**config.mk**
```make
export PLATFORM = sky130hd
export DESIGN_NAME = rot_addr_gen
export DESIGN_NICKNAME = d
export VERILOG_FILES = /design/src/rtl/rot_pkg.sv /design/src/rtl/rot_step_sel.sv /design/src/rtl/rot_addr_gen.sv
export SDC_FILE = /design/constraint.sdc
export NUM_CORES = 2
export LEC_CHECK = 0
export BUFFER_PORTS_ARGS = -buffer_cell sky130_fd_sc_hd__buf_4
export CAP_MARGIN = 20
export CORE_MARGIN = 2
export CORE_UTILIZATION = 63
export DETAILED_ROUTE_END_ITERATION = 16
export PLACE_DENSITY = 0.81
export SLEW_MARGIN = 0
export SYNTH_ARGS = -nofsm -noshare
export SYNTH_HDL_FRONTEND = slang
export SYNTH_SLANG_ARGS = --single-unit
```
**constraint.sdc**
```tcl
create_clock -name I_HCLK -period 8.7 [get_ports I_HCLK]
set_input_delay 0.435 -clock I_HCLK [delete_from_list [all_inputs] [get_ports I_HCLK]]
set_output_delay 0.435 -clock I_HCLK [all_outputs]
set_load 0.02 [all_outputs]
```
**src/rtl/rot_pkg.sv**
```systemverilog
// Shared definitions for the rotation engine address sequencer.
// Holds the mode/direction encodings, the sequencer FSM state enum,
// default field widths, and the helper that folds mode + direction
// into a single clockwise quarter-turn count.
package rot_pkg;

    localparam int ROT_DIM_W     = 16;
    localparam int ROT_ADDR_W    = 32;
    localparam int ROT_PIX_SHIFT = 2;

    typedef enum logic [1:0] {
        ROT_DEG_0   = 2'd0,
        ROT_DEG_90  = 2'd1,
        ROT_DEG_180 = 2'd2,
        ROT_DEG_270 = 2'd3
    } rot_mode_e;

    typedef enum logic {
        ROT_CCW = 1'b0,
        ROT_CW  = 1'b1
    } rot_dir_e;

    typedef enum logic [1:0] {
        ST_IDLE = 2'd0,
        ST_PREP = 2'd1,
        ST_RUN  = 2'd2,
        ST_DONE = 2'd3
    } rot_state_e;

    // A CCW turn by N quarters equals a CW turn by (4-N) mod 4 quarters;
    // 2-bit subtraction gives the modulo for free.
    function automatic logic [1:0] eff_rot(input logic [1:0] mode, input logic dir);
        return (dir == ROT_CW) ? mode : (2'd0 - mode);
    endfunction

endpackage

```
**src/rtl/rot_step_sel.sv**
```systemverilog
// Combinational table for the destination offset walk.
// Ports:
//   i_rot      effective clockwise quarter turns (0..3)
//   i_h, i_w   source image height / width
//   i_hw       precomputed product H*W
//   o_start    destination offset of source pixel (0,0)
//   o_col_step offset delta when moving one source column right
//   o_row_step offset delta between the first pixels of consecutive rows
// Steps are two's complement in 2*DIM_W bits; addition wraps naturally.
module rot_step_sel
    import rot_pkg::*;
#(
    parameter int DIM_W = ROT_DIM_W
) (
    input  logic [1:0]         i_rot,
    input  logic [DIM_W-1:0]   i_h,
    input  logic [DIM_W-1:0]   i_w,
    input  logic [2*DIM_W-1:0] i_hw,
    output logic [2*DIM_W-1:0] o_start,
    output logic [2*DIM_W-1:0] o_col_step,
    output logic [2*DIM_W-1:0] o_row_step
);
    localparam int OW = 2 * DIM_W;

    logic [OW-1:0] w_h;
    logic [OW-1:0] w_w;
    logic [OW-1:0] w_one;

    assign w_h   = {{DIM_W{1'b0}}, i_h};
    assign w_w   = {{DIM_W{1'b0}}, i_w};
    assign w_one = OW'(1);

    always_comb begin
        o_start    = '0;
        o_col_step = '0;
        o_row_step = '0;
        case (i_rot)
            ROT_DEG_0: begin
                o_start    = '0;
                o_col_step = w_one;
                o_row_step = w_w;
            end
            ROT_DEG_90: begin
                // (r,c) -> c*H + (H-1-r)
                o_start    = w_h - w_one;
                o_col_step = w_h;
                o_row_step = -w_one;
            end
            ROT_DEG_180: begin
                // (r,c) -> (H-1-r)*W + (W-1-c)
                o_start    = i_hw - w_one;
                o_col_step = -w_one;
                o_row_step = -w_w;
            end
            ROT_DEG_270: begin
                // (r,c) -> (W-1-c)*H + r
                o_start    = i_hw - w_h;
                o_col_step = -w_h;
                o_row_step = w_one;
            end
            default: ;
        endcase
    end

endmodule

```
**src/rtl/rot_addr_gen.sv**
```systemverilog
// Rotation engine address sequencer.
// Walks the source image in raster order after a start pulse and emits one
// (source, destination) byte-address pair per pixel under a valid/ready
// handshake; the destination follows the programmed rotation.
// Ports:
//   I_HCLK, I_HRESET          clock, synchronous active-high reset
//   I_START                   start pulse (honoured only when idle)
//   I_SRC_BASE, I_DST_BASE    image base byte addresses
//   I_HEIGHT, I_WIDTH         source dimensions
//   I_MODE, I_DIRECTION       rotation amount and sense
//   I_READY                   DMA accepts the current pair
//   O_VALID, O_SRC_ADDR, O_DST_ADDR, O_LAST   address pair stream
//   O_BUSY, O_DONE, O_ERR     job status (O_ERR on empty image)
//   O_NEW_HEIGHT, O_NEW_WIDTH rotated dimensions, held between jobs
module rot_addr_gen
    import rot_pkg::*;
#(
    parameter int DIM_W     = ROT_DIM_W,
    parameter int ADDR_W    = ROT_ADDR_W,
    parameter int PIX_SHIFT = ROT_PIX_SHIFT
) (
    input  logic              I_HCLK,
    input  logic              I_HRESET,
    input  logic              I_START,
    input  logic [ADDR_W-1:0] I_SRC_BASE,
    input  logic [ADDR_W-1:0] I_DST_BASE,
    input  logic [DIM_W-1:0]  I_HEIGHT,
    input  logic [DIM_W-1:0]  I_WIDTH,
    input  logic [1:0]        I_MODE,
    input  logic              I_DIRECTION,
    input  logic              I_READY,
    output logic              O_VALID,
    output logic [ADDR_W-1:0] O_SRC_ADDR,
    output logic [ADDR_W-1:0] O_DST_ADDR,
    output logic              O_LAST,
    output logic              O_BUSY,
    output logic              O_DONE,
    output logic              O_ERR,
    output logic [DIM_W-1:0]  O_NEW_HEIGHT,
    output logic [DIM_W-1:0]  O_NEW_WIDTH
);
    localparam int OW = 2 * DIM_W;

    rot_state_e        r_state;
    logic [1:0]        r_rot;
    logic [ADDR_W-1:0] r_src_base;
    logic [ADDR_W-1:0] r_dst_base;
    logic [DIM_W-1:0]  r_h;
    logic [DIM_W-1:0]  r_w;
    logic [DIM_W-1:0]  r_row;
    logic [DIM_W-1:0]  r_col;
    logic [DIM_W-1:0]  r_new_h;
    logic [DIM_W-1:0]  r_new_w;
    logic [OW-1:0]     r_src_off;
    logic [OW-1:0]     r_dst_off;
    logic [OW-1:0]     r_row_off;
    logic [OW-1:0]     r_col_step;
    logic [OW-1:0]     r_row_step;
    logic              r_valid;
    logic              r_busy;
    logic              r_done;
    logic              r_err;
    logic              r_err_flag;

    logic [OW-1:0]     w_hw;
    logic [OW-1:0]     w_start;
    logic [OW-1:0]     w_col_step;
    logic [OW-1:0]     w_row_step;
    logic              w_row_end;
    logic              w_last;
    logic              w_fire;

    // Only used in PREP, where r_h/r_w are already stable.
    assign w_hw = {{DIM_W{1'b0}}, r_h} * {{DIM_W{1'b0}}, r_w};

    rot_step_sel #(
        .DIM_W (DIM_W)
    ) u_step_sel (
        .i_rot      (r_rot),
        .i_h        (r_h),
        .i_w        (r_w),
        .i_hw       (w_hw),
        .o_start    (w_start),
        .o_col_step (w_col_step),
        .o_row_step (w_row_step)
    );

    assign w_row_end = (r_col == r_w - DIM_W'(1));
    assign w_last    = w_row_end && (r_row == r_h - DIM_W'(1));
    assign w_fire    = r_valid && I_READY;

    assign O_VALID      = r_valid;
    assign O_LAST       = r_valid && w_last;
    assign O_SRC_ADDR   = r_src_base + (ADDR_W'(r_src_off) << PIX_SHIFT);
    assign O_DST_ADDR   = r_dst_base + (ADDR_W'(r_dst_off) << PIX_SHIFT);
    assign O_BUSY       = r_busy;
    assign O_DONE       = r_done;
    assign O_ERR        = r_err;
    assign O_NEW_HEIGHT = r_new_h;
    assign O_NEW_WIDTH  = r_new_w;

    always_ff @(posedge I_HCLK) begin
        if (I_HRESET) begin
            r_state    <= ST_IDLE;
            r_rot      <= '0;
            r_src_base <= '0;
            r_dst_base <= '0;
            r_h        <= '0;
            r_w        <= '0;
            r_row      <= '0;
            r_col      <= '0;
            r_new_h    <= '0;
            r_new_w    <= '0;
            r_src_off  <= '0;
            r_dst_off  <= '0;
            r_row_off  <= '0;
            r_col_step <= '0;
            r_row_step <= '0;
            r_valid    <= 1'b0;
            r_busy     <= 1'b0;
            r_done     <= 1'b0;
            r_err      <= 1'b0;
            r_err_flag <= 1'b0;
        end else begin
            r_done <= 1'b0;
            r_err  <= 1'b0;
            case (r_state)
                ST_IDLE: begin
                    // Busy drops one cycle after the done pulse.
                    if (r_done) begin
                        r_busy <= 1'b0;
                    end
                    if (I_START) begin
                        r_src_base <= I_SRC_BASE;
                        r_dst_base <= I_DST_BASE;
                        r_h        <= I_HEIGHT;
                        r_w        <= I_WIDTH;
                        r_rot      <= eff_rot(I_MODE, I_DIRECTION);
                        r_busy     <= 1'b1;
                        r_state    <= ST_PREP;
                    end
                end
                ST_PREP: begin
                    // Odd quarter turns swap the axes.
                    r_new_h    <= r_rot[0] ? r_w : r_h;
                    r_new_w    <= r_rot[0] ? r_h : r_w;
                    r_src_off  <= '0;
                    r_dst_off  <= w_start;
                    r_row_off  <= w_start;
                    r_col_step <= w_col_step;
                    r_row_step <= w_row_step;
                    r_row      <= '0;
                    r_col      <= '0;
                    if (r_h == '0 || r_w == '0) begin
                        r_err_flag <= 1'b1;
                        r_state    <= ST_DONE;
                    end else begin
                        r_err_flag <= 1'b0;
                        r_valid    <= 1'b1;
                        r_state    <= ST_RUN;
                    end
                end
                ST_RUN: begin
                    if (w_fire) begin
                        if (w_last) begin
                            r_valid <= 1'b0;
                            r_state <= ST_DONE;
                        end else if (w_row_end) begin
                            // New row restarts from the row-start accumulator.
                            r_src_off <= r_src_off + OW'(1);
                            r_col     <= '0;
                            r_row     <= r_row + DIM_W'(1);
                            r_row_off <= r_row_off + r_row_step;
                            r_dst_off <= r_row_off + r_row_step;
                        end else begin
                            r_src_off <= r_src_off + OW'(1);
                            r_col     <= r_col + DIM_W'(1);
                            r_dst_off <= r_dst_off + r_col_step;
                        end
                    end
                end
                ST_DONE: begin
                    r_done  <= 1'b1;
                    r_err   <= r_err_flag;
                    r_state <= ST_IDLE;
                end
                default: r_state <= ST_IDLE;
            endcase
        end
    end

endmodule
```
== Yosys cells after proc, flatten, opt, wreduce, memory -nomap -nowiden ==
Index checks and enable logic that the tools add are counted.

* Register bits after elaboration: 329
* Bits in latches: 0
* Memory bits (writable): 0
* Memory bits (read-only): 0
* Bits of input ports: 103
* Output and inout bits: 101
* Word-level logic and storage cells: 106
* Memories: 0

* Add/sub/neg operators: 15
* $mul: 1
* Divide/modulo/power cells: 0
* $lt $le $gt $ge: 0
* Equality and inequality tests: 14
* Shift operators: 0
* Multiplexer cells: 38
* Bitwise operators: 1
* Reductions and logical operators: 17

{| class="wikitable"
|+ Operators by type and width
! kind !! number
|-
| one-hot mux 32 bit (4 select lines) || 3
|-
| 2-to-1 mux 32 bit || 8
|-
| one-hot mux 32 bit (2 select lines) || 3
|-
| adder 32 bit || 4
|-
| 2-to-1 mux 16 bit || 8
|-
| negator 16 -> 32 bit || 2
|-
| one-hot mux 16 bit (2 select lines) || 2
|-
| adder 16 x 1 -> 16 bit (second input constant) || 2
|-
| adder 32 x 1 -> 32 bit (second input constant) || 1
|-
| equality test 16 bit || 2
|-
| zero test 16 bit || 2
|-
| multiplier 16 x 16 -> 32 bit || 1
|-
| subtractor 16 x 1 -> 16 bit (second input constant) || 2
|-
| subtractor 32 x 1 -> 32 bit (second input constant) || 1
|-
| subtractor 32 x 16 -> 32 bit || 1
|-
| subtractor 16 x 1 -> 17 bit (second input constant) || 1
|-
| != test 2 bit (second input constant) || 6
|-
| equality test 2 bit (second input constant) || 4
|-
| 2-to-1 mux 1 bit || 8
|-
| 2-to-1 mux 2 bit || 4
|-
| one-hot mux 2 bit (4 select lines) || 1
|-
| AND reduction 4 bit || 2
|-
| AND reduction 3 bit || 2
|-
| equality test 2 x 1 -> 1 bit (second input constant) || 2
|-
| 9 further kinds || 14
|}

== Longest topological paths before layout ==
* Depth after elaboration: 6
* Depth in mapped cells: 32
* Depth with buffers taken out: 29

== By module ==
From an unflattened synthesis, not the netlist that was laid out.

* Cell total of the unflattened synthesis: 3927
* Area total of the unflattened synthesis: 31288.8 um2

{| class="wikitable"
|+ By module, submodules not included
! module !! times used !! cells an instance !! area an instance (um2) !! seq. area each (um2)
|-
| rot_addr_gen || 1 || 3476 || 28437.3 || 6386.1
|-
| rot_step_sel || 1 || 451 || 2851.5 || 0.0
|}

== Least setup slack after synthesis ==
No wires, ideal clock.

* Path type: reg-to-reg
* Start: register r_h[10]
* End: register r_row_off[23]
* Library setup time: 0.132 ns
* Data arrival time: 7.710 ns
* Required time: 8.568 ns
* Setup slack: 0.858 ns
* Cell stages (with the launch flop): 30
* Clock period less this slack: 7.842 ns
* Cell sequence: dfxtp_1 -> clkbuf_1 -> clkbuf_1 -> clkbuf_1 -> nand2_1 -> fa_1 -> fa_1 -> fa_1 -> inv_1 -> fa_1 -> fa_1 -> inv_1 -> fa_1 -> inv_1 -> ha_1 -> clkbuf_1 -> a21oi_1 -> nand2_1 -> a21oi_1 -> and2_1 -> xnor2_1 -> ha_1 -> and3_1 -> a21oi_1 -> o21ai_0 -> nor4_1 -> xor2_1 -> nor2_1 -> a2111oi_0 -> nor3_1

* Word-level cells in the longest chain between the ends: 5

{| class="wikitable"
|+ Ends and longest elaborated chain
! what !! line !! source
|-
| start: declaration || rot_addr_gen.sv:48 || <nowiki>logic [DIM_W-1:0] r_h;</nowiki>
|-
| start signal: assignment || rot_addr_gen.sv:108 || <nowiki>r_h <= '0;</nowiki>
|-
| start signal: assignment || rot_addr_gen.sv:136 || <nowiki>r_h <= I_HEIGHT;</nowiki>
|-
| parallel branches: the longest is 5 deep, another holds multiplier 16 x 16 -> 32 bit || n/a ||
|-
| end signal: assignment || rot_addr_gen.sv:149 || <nowiki>r_row_off <= w_start;</nowiki>
|-
| end signal: assignment || rot_addr_gen.sv:173 || <nowiki>r_row_off <= r_row_off + r_row_step;</nowiki>
|-
| end: declaration || rot_addr_gen.sv:56 || <nowiki>logic [OW-1:0] r_row_off;</nowiki>
|}

Parallel ways; which one is timed is not known.
A chain may end at the register's enable or synchronous reset.

== Worst setup path in the final report ==
* Start: register r_w[4]
* End: register r_row_off[23]

* Word-level cells in the longest chain between the ends: 5

{| class="wikitable"
|+ Ends and longest elaborated chain
! what !! line !! source
|-
| start: declaration || rot_addr_gen.sv:49 || <nowiki>logic [DIM_W-1:0] r_w;</nowiki>
|-
| start signal: assignment || rot_addr_gen.sv:109 || <nowiki>r_w <= '0;</nowiki>
|-
| start signal: assignment || rot_addr_gen.sv:137 || <nowiki>r_w <= I_WIDTH;</nowiki>
|-
| parallel branches: the longest is 5 deep, another holds multiplier 16 x 16 -> 32 bit || n/a ||
|}

Parallel ways; which one is timed is not known.

==> flow_summary.json <==
{
  "slew_violations": 0,
  "cts_buffers": 38,
  "synth_cells": 3808,
  "die_area_mm2": 0.04907,
  "fp.dieH_um": 221.5,
  "min_path_type": "primary input to flop",
  "clk_latency_ns": 0.59,
  "synth_nets": 4342,
  "tns_ns": 0,
  "cts_tree": "built",
  "core_area_mm2": 0.04665,
  "synth.yosys.warnings": 0,
  "drive_gt1_share_pct": 9.374,
  "max_stage_delay_ns": 0.73,
  "fill_cells": 3855,
  "critPathSlowestCell": "dfxtp_1",
  "syn_area_mm2": 0.02981,
  "fin_util_pct": 70.76,
  "start_util_pct": 63.89,
  "switching_share_pct": 48.45,
  "period_needed_ns": 8.099,
  "synth_seq_cells": 317,
  "synth-main-ff-cell": "dfxtp_1",
  "crit_path_end_kind": "flop",
  "wl_mm": 90.10,
  "maxSlewHeadroom_pct": 24.61,
  "first_iter_violations": 2354,
  "gp_congestion": 0.9815,
  "outcome": "finished, violations left",
  "drc": 6,
  "clk_path_buf_depth": 3,
  "power_density_mw_per_mm2": 271.2,
  "vias": 27579,
  "gr-usage-all-layers_pct": 36.22,
  "grt_pass1_vias": 26782,
  "synth_top_area_share_pct": 21.29,
  "clkPwrFrac_pct": 18.0,
  "ir_drop_v": 0.0002085,
  "critical-path-top-delay-family": "adder cells",
  "crit_fanout": 16,
  "seq_area_mm2": 0.006352,
  "crit_top_cell": "fa_1",
  "cts.htree.levels": 2,
  "ys_async_sr_fraction_pct": 0,
  "worstSetupPathType": "flop to flop",
  "yosysSeqAreaShare_pct": 21.29,
  "synth_edf_count": 0,
  "p_leak_uw": 0.01483,
  "timing.fmax_ghz": 0.1235,
  "p_int_uw": 4615,
  "cts_root_buf": "clkbuf_16",
  "syn_area_per_cell_um2": 7.828,
  "worst_pin_slew_ns": 1.128,
  "area_growth_pct": 10.75,
  "antenna_left": 0,
  "setup_viol": 0,
  "violations": "design-rule violations",
  "grt_overflow": 0,
  "firstDrtPassIters": 11,
  "hpwl_mm": 67.86,
  "rows": 79,
  "start_kind": "flop",
  "arrival_ns": 8.53,
  "avgViaCountPerCell": 6.099,
  "path_clk_slew_ns": 0.07,
  "wire_per_inst_um": 19.93,
  "grt_max_degree": 111,
  "timing.final.crit_share_pct": 93.09,
  "antenna_found_initial": 0,
  "yosysTopAreaCell": "dfxtp_1",
  "grt_pass1_wl_mm": 142.9,
  "finish.net_count": 4422,
  "multi_input_area_mm2": 0.02144,
  "skew_ns": 0.02925,
  "die_w_um": 221.5,
  "ys_types": 84,
  "cts.sinks": 317,
  "pwr-share-comb_pct": 58.2,
  "critPathBufInv": 4,
  "p_switching_uw": 4337,
  "hold_viol_final": 0,
  "antenna_cells": 0,
  "power_frac_seq_pct": 23.7,
  "io_pins": 204,
  "rsz0062_at_grt": "no",
  "synth_area_leaders": "dfxtp_1 21%, fa_1 13%, ha_1 9.8%, nand2_1 6.6%, a21oi_1 6.2%",
  "portBuffers": 203,
  "drv_cap": 0,
  "postCtsSetupBuffers": 0,
  "cp.required_ns": 9.13
}
## worst min-delay path: stages
cell,delay [ns]
buf_4,0.11
nand2_1,0.05
a21oi_1,0.05
## final cells by class
class                      instances  area share [%]
clock buffer                      51           3.210
inverter                         316           3.593
tap                              607           2.300
timing repair buffer             269           6.136
multi-input combinational       2946           64.93
clock inverter                    16          0.5874
sequential                       317           19.24
## Yosys cell counts, drive strengths merged (5+ instances only)
library cell	n
a211o	7
nor3	79
nor2	293
o311ai	7
o41ai	5
mux2i	54
buf	24
xnor3	5
nor4	32
a22o	6
a31oi	27
a21oi	367
o21bai	29
o21a	12
a311oi	11
a2111oi	10
xor2	80
and2	121
nand4	39
o22ai	16
ha	233
o21ai	127
nand2b	71
nor3b	7
fa	198
a21o	66
o2111ai	9
nand3	64
a221oi	9
clkbuf	205
inv	315
or2	10
nor2b	30
o211ai	19
or3	26
xnor2	169
dfxtp	317
and3	27
nand2	523
a211oi	75
a22oi	7
or4	8
o221ai	8
## path summary, 6_finish.rpt
check | startpoint | endpoint | slack [ns] | cells past startpoint
setup / recovery | r_w[4] | r_row_off[23] | 0.60 | 26
hold / removal | I_HEIGHT[6] | r_h[6] | 0.1 | 3
setup reg to reg | r_w[4] | r_row_off[23] | 0.60 | 26
hold reg to reg | r_err_flag | O_ERR | 0.46 | 1
## registers in the layout, summed over array words and instances (netlist names)
| name | count |
|---|---|
| r_rot | 2 |
| O_BUSY | 1 |
| r_err_flag | 1 |
| r_dst_off | 30 |
| O_NEW_HEIGHT | 16 |
| r_row_step | 29 |
| r_row_off | 30 |
| r_col_step | 29 |
| O_VALID | 1 |
| r_src_base | 32 |
| r_state | 2 |
| O_DONE | 1 |
| O_ERR | 1 |
| r_col | 16 |
| r_h | 16 |
| r_dst_base | 32 |
| O_NEW_WIDTH | 16 |
| r_w | 16 |
| r_row | 16 |
| r_src_off | 30 |
## metrics by stage
step	hold slack (ns)	cell area [um2]	worst slack (ns)	std cells	power, uW
6_report	0.09596	33010	0.6015	4522	8952
5_1_grt	0.1062	33010	0.07894	4522	9485
4_1_cts	0.08356	33010	0.6119	4522	8827
3_5_place_dp	0.4454	31760	0.6434	4455	7203
3_3_place_gp	0.4419	31760	0.7769	4455	7139
2_1_floorplan	0.4309	29810	0.8582	3808	5616
## power groups by stage
stage               clock [uW]  sequential, uW  combinational (uW)
floorplan                    0            2040                3570
finish                    1610            2120                5210
CTS                       1620            2110                5090
global placement             0            2130                5010
detailed placement           0            2140                5070
global route              1680            2150                5650
## cells by family (layout without fill, tap and decap cells)
group / after synthesis / after routing / synth area share (%)
fa+ha+maj: 431 / 431 / 23.08
xor+xnor: 254 / 254 / 7.694
mux: 56 / 56 / 1.889
buf+inv: 545 / 652 / 6.951
compound gates: 859 / 859 / 17.94
flops: 317 / 317 / 21.29
simple gates: 1346 / 1346 / 21.16
## layer usage
layer | up-vias | global-route usage [%] | routed length (um)
li1 | 13065 | - | -
met1 | 13069 | 46.22 | 36440
met2 | 1184 | 58.46 | 41020
met3 | 261 | 6.016 | 7175
met4 | 0 | 20.75 | 5463
met5 | - | 0 | 0
## layout by cell type, fill, tap and decap left out, drive strengths merged, types with 52 or more instances in the layout
cell type and n:
a211oi 75, a21o 66, a21oi 367, and2 121, buf 268, clkbuf 52, dfxtp 317, fa 198
ha 233, inv 316, mux2i 54, nand2 523, nand2b 71, nand3 64, nor2 293, nor3 79
o21ai 127, xnor2 169, xor2 80
## what timing repair did
action                     4_1_cts  5_1_grt
setup endpoints to repair        0        1
resized for setup                0        1
hold buffers                     0        0
Power figures use the tool's default switching activity.
